===== config.mk =====
export PLATFORM = sky130hd
export DESIGN_NAME = conv_accum_requant
export DESIGN_NICKNAME = d
export VERILOG_FILES = /design/src/rtl/conv_accum_requant.sv
export SDC_FILE = /design/constraint.sdc
export NUM_CORES = 1
export LEC_CHECK = 0
export BUFFER_PORTS_ARGS = -buffer_cell sky130_fd_sc_hd__buf_2
export CAP_MARGIN = 5
export CORE_MARGIN = 2
export CORE_UTILIZATION = 43
export CTS_CLUSTER_DIAMETER = 40
export CTS_CLUSTER_SIZE = 12
export DETAILED_ROUTE_END_ITERATION = 16
export GPL_TIMING_DRIVEN = 1
export HOLD_SLACK_MARGIN = 0.03
export PLACE_DENSITY_LB_ADDON = 0.08
export SYNTH_ARGS = -nofsm -noshare
export SYNTH_HDL_FRONTEND = slang
export SYNTH_SLANG_ARGS = --single-unit

===== constraint.sdc =====
create_clock -name clk -period 15.16 [get_ports clk]
set_clock_uncertainty 0.1 [all_clocks]
set_input_delay 0.758 -clock clk [delete_from_list [all_inputs] [get_ports clk]]
set_output_delay 0.758 -clock clk [all_outputs]
set_load 0.03 [all_outputs]

===== src/rtl/conv_accum_requant.sv =====
// Per-channel conv accumulator: sums inner-dot partials plus bias over
// ch_num beats, then rounds, shifts, saturates to int8 and applies ReLU.
module conv_accum_requant #(
    parameter int SUM_WIDTH = 20,
    parameter int ACC_WIDTH = 30
) (
    input  logic                        clk,
    input  logic                        rst_n,
    input  logic                        in_valid,
    output logic                        in_ready,
    input  logic signed [SUM_WIDTH-1:0] in_sum,
    input  logic        [7:0]           cfg_ch_num,
    input  logic signed [15:0]          cfg_bias,
    input  logic        [3:0]           cfg_shift,
    input  logic                        cfg_relu,
    output logic                        out_valid,
    input  logic                        out_ready,
    output logic signed [7:0]           out_data,
    output logic                        busy
);

    typedef enum logic [1:0] {IDLE, ACCUM, OUT} state_t;

    localparam logic signed [ACC_WIDTH:0] MAXV = 127;
    localparam logic signed [ACC_WIDTH:0] MINV = -128;

    state_t                      state;
    logic signed [ACC_WIDTH-1:0] acc;
    logic        [8:0]           cnt;
    logic        [7:0]           ch_q;
    logic        [3:0]           sh_q;
    logic                        relu_q;

    logic signed [ACC_WIDTH-1:0] base;
    logic signed [ACC_WIDTH-1:0] s;
    logic signed [ACC_WIDTH:0]   rnd;
    logic signed [ACC_WIDTH:0]   r;
    logic signed [7:0]           q;
    logic        [8:0]           cnt_nxt;
    logic        [8:0]           tgt;
    logic        [7:0]           ch;
    logic        [3:0]           sh;
    logic                        relu;
    logic                        first;
    logic                        take;
    logic                        last;

    assign first    = (state == IDLE);
    assign in_ready = (state != OUT);
    assign busy     = (state != IDLE);
    assign take     = in_valid && in_ready;

    // On the first beat the live cfg is used, since it is latched that edge.
    always_comb begin
        ch      = first ? cfg_ch_num : ch_q;
        sh      = first ? cfg_shift  : sh_q;
        relu    = first ? cfg_relu   : relu_q;
        base    = first ? ACC_WIDTH'(cfg_bias) : acc;
        s       = base + ACC_WIDTH'(in_sum);
        tgt     = (ch == 8'd0) ? 9'd256 : {1'b0, ch};
        cnt_nxt = first ? 9'd1 : cnt + 9'd1;
        last    = (cnt_nxt == tgt);
        rnd     = '0;
        if (sh != 4'd0)
            rnd = (ACC_WIDTH+1)'(1) << (sh - 4'd1);
        r = ((ACC_WIDTH+1)'(s) + rnd) >>> sh;
        if (r > MAXV)
            q = 8'sd127;
        else if (r < MINV)
            q = -8'sd128;
        else
            q = r[7:0];
        if (relu && q[7])
            q = 8'sd0;
    end

    always_ff @(posedge clk) begin
        if (!rst_n) begin
            state     <= IDLE;
            acc       <= '0;
            cnt       <= '0;
            ch_q      <= '0;
            sh_q      <= '0;
            relu_q    <= 1'b0;
            out_valid <= 1'b0;
            out_data  <= '0;
        end else begin
            case (state)
                IDLE, ACCUM: begin
                    if (take) begin
                        if (first) begin
                            ch_q   <= cfg_ch_num;
                            sh_q   <= cfg_shift;
                            relu_q <= cfg_relu;
                        end
                        if (last) begin
                            out_data  <= q;
                            out_valid <= 1'b1;
                            acc       <= '0;
                            cnt       <= '0;
                            state     <= OUT;
                        end else begin
                            acc   <= s;
                            cnt   <= cnt_nxt;
                            state <= ACCUM;
                        end
                    end
                end
                OUT: begin
                    if (out_ready) begin
                        out_valid <= 1'b0;
                        state     <= IDLE;
                    end
                end
                default: state <= IDLE;
            endcase
        end
    end

endmodule


==> results.tsv <==
metric	value	unit
run_status	complete, no violations	
area_growth	9.32	%
ctsRootBufferMaster	clkbuf_16	
synth_area_leaders	dfxtp_1 (15%), nand2_1 (8.9%), ha_1 (6.9%)	
n_antenna_cell	0	
cp_max_fo	32	
firstDrtPassIters	7	
setup_viol	0	
drv_cap	0	
worst_ir_drop_vdd	0.0648	mV
ant_nets	0	
cts_hold_buf	0	
port_buffers	63	
die_h	143	µm
post-synth-top-area-fraction	0.152	
grt_max_degree	56	
p_comb_frac	0.590	
intPower	540	µW
cp.required	15.28	ns
io_pins	64	
relSlewSlack	0.300	
worstMarginPinSlew	1.04	ns
synth_common_cells	nand2_1 (196), nor2_1 (132), a21oi_1 (107), dfxtp_1 (63), clkbuf_1 (58)	
path_class	reg2reg	
crit_path_start_kind	flip-flop	
post_cts_buffers	0	
powerDensity	114	mW/mm²
yosysWarnings	0	
wire_per_inst	19.1	µm
syn-num-nets	1312	
vias	9129	
max_freq	122	MHz
place_worst_setup_slack	7.08	ns
clkSinkCount	63	
critPathTopFamily	simple AND/OR/NAND/NOR gates	
synth_flop_cell	dfxtp_1	
start_util	0.440	
p_leak	0.00379	µW
cts_htree_levels	3	
placementRows	50	
fin_tns_setup	0	ns
first_global_vias	8588	
seq_area_frac_synth	0.152	
cts_tree	done	
drc	0	
postLayoutCoreUtil	0.481	
fin_nets	1323	
drt_iter0_drc	852	
seq_power_share	0.183	
synthesis.area	0.00828	mm²
fp.dieArea	0.0204	mm²
clk-insertion-delay-late	0.35	ns
p_sw	491	µW
setup.worst_path.end_class	flip-flop	
path_clk_slew	0.06	ns
cp_data_arrival_time	8.31	ns
slew_viol_final	0	
grt_pass1_wl	45900	µm
place.gp.congestion	0.924	
synth.distinct_cells	91	
drive_gt1_frac	0.109	
die_w	143	µm
drt-vias-per-instance	6.14	
period_share	0.540	
synth_edf_count	0	
period_needed	8.19	ns
grt_antenna_before_repair	0	
cts_resized	0	
path_buf_inv	4	
p_sw_frac	0.476	
hold_viol	0	
cts_buffer_depth	2	
critPathSlowestCell	o31a_1	
critPathMaxStageDelay	0.58	ns
synthCells	1211	
grtUsageTotal	0.282	
avgSynthCellArea	6.84	µm²
cts_buffers	9	
worstHoldPathType	reg2reg	
fill_cells	1984	
cp_common_cell	nand2_1	
whs	0.357	ns
ys_seq_elements	63	
synthArstFlopShare	0	
fin_ws	6.97	ns
rsz0062_at_grt	false	
coreArea	0.0188	mm²
synth.most_common_cell	nand2_1	
grt.overflow.total	0	
p_clk_frac	0.227	
place_hpwl	21300	µm
synth.largest_area_cell	dfxtp_1	
routed_wl	28400	µm
[tightest hold or removal path, cell delays in order (launching register included)]
cell	delay [ns]
dfxtp_1	0.31
nand2_1	0.05
a21oi_1	0.05
[kinds of logic (layout without fill, tap and decap cells)]
family          count (synthesis)  after routing  share of synthesized area
mux                            29             29                     0.0376
other cells                     1              1                   0.000453
fa+ha+maj                      48             48                     0.0743
simple gates                  532            532                      0.303
buf+inv                        95            111                     0.0480
xor+xnor                       55             55                     0.0582
compound gates                388            388                      0.327
flops                          63             63                      0.152
[sequential cells by signal, summed over array words and instances, names as in the netlist]
register	count
acc	30
ch_q	8
cnt	9
out_data	8
out_valid	1
relu_q	1
sh_q	4
state	2
[path summary, 6_finish.rpt]
path,startpoint,to,slack [ns],depth (start not counted)
worst min-delay path,acc[0],acc[0],0.36,2
worst max-delay path,state[1],out_data[0],6.97,30
worst min register to register,acc[0],acc[0],0.36,2
worst max register to register,state[1],out_data[0],6.97,30
[power by group through the flow]
| stage | Combinational, µW | Sequential (µW) | Clock (µW) |
|---|---|---|---|
| 6_report | 609 | 188 | 234 |
| 5_1_grt | 668 | 190 | 246 |
| 4_1_cts | 599 | 188 | 239 |
| 3_5_place_dp | 596 | 192 | 0 |
| 3_3_place_gp | 596 | 192 | 0 |
| 2_1_floorplan | 450 | 190 | 0 |
[metrics by stage]
step | total power (µW) | cell area [µm²] | cells
final | 1030 | 9050 | 1487
after global routing | 1100 | 9050 | 1487
after CTS | 1030 | 9050 | 1487
after detailed placement | 788 | 8740 | 1471
after global placement | 788 | 8740 | 1471
after floorplan | 640 | 8280 | 1211
[layout make-up]
| cell class | count | area, µm² | area share |
|---|---|---|---|
| multi-input cells | 1053 | 6670 | 0.736 |
| flip-flops and latches | 63 | 1260 | 0.139 |
| repair buffers | 77 | 420 | 0.0464 |
| well taps | 260 | 325 | 0.0359 |
| clock buffers | 10 | 229 | 0.0253 |
| clock inverters | 6 | 83.8 | 0.00926 |
| inverters | 18 | 67.6 | 0.00746 |
[per-layer routing]
metal,share of wire,track usage,vias up
li1,-,-,4522
met1,0.46,0.379,4253
met2,0.46,0.467,302
met3,0.055,0.0362,52
met4,0.027,0.0938,0
met5,0,0,-
[cells in the final DEF, fill, tap and decap left out, types with 28 or more instances in the layout]
cell      netlist  final
a211oi_1       29     28
a21oi_1       107    107
ha_1           46     46
nand3_1        32     32
buf_2           6     63
nor2_1        132    131
nor3_1         43     43
nand2_1       196    196
a21o_1         32     32
o21ai_0        52     52
dfxtp_1        63     63
xnor2_1        36     36
No activity file was read; power rests on OpenSTA's default activity.
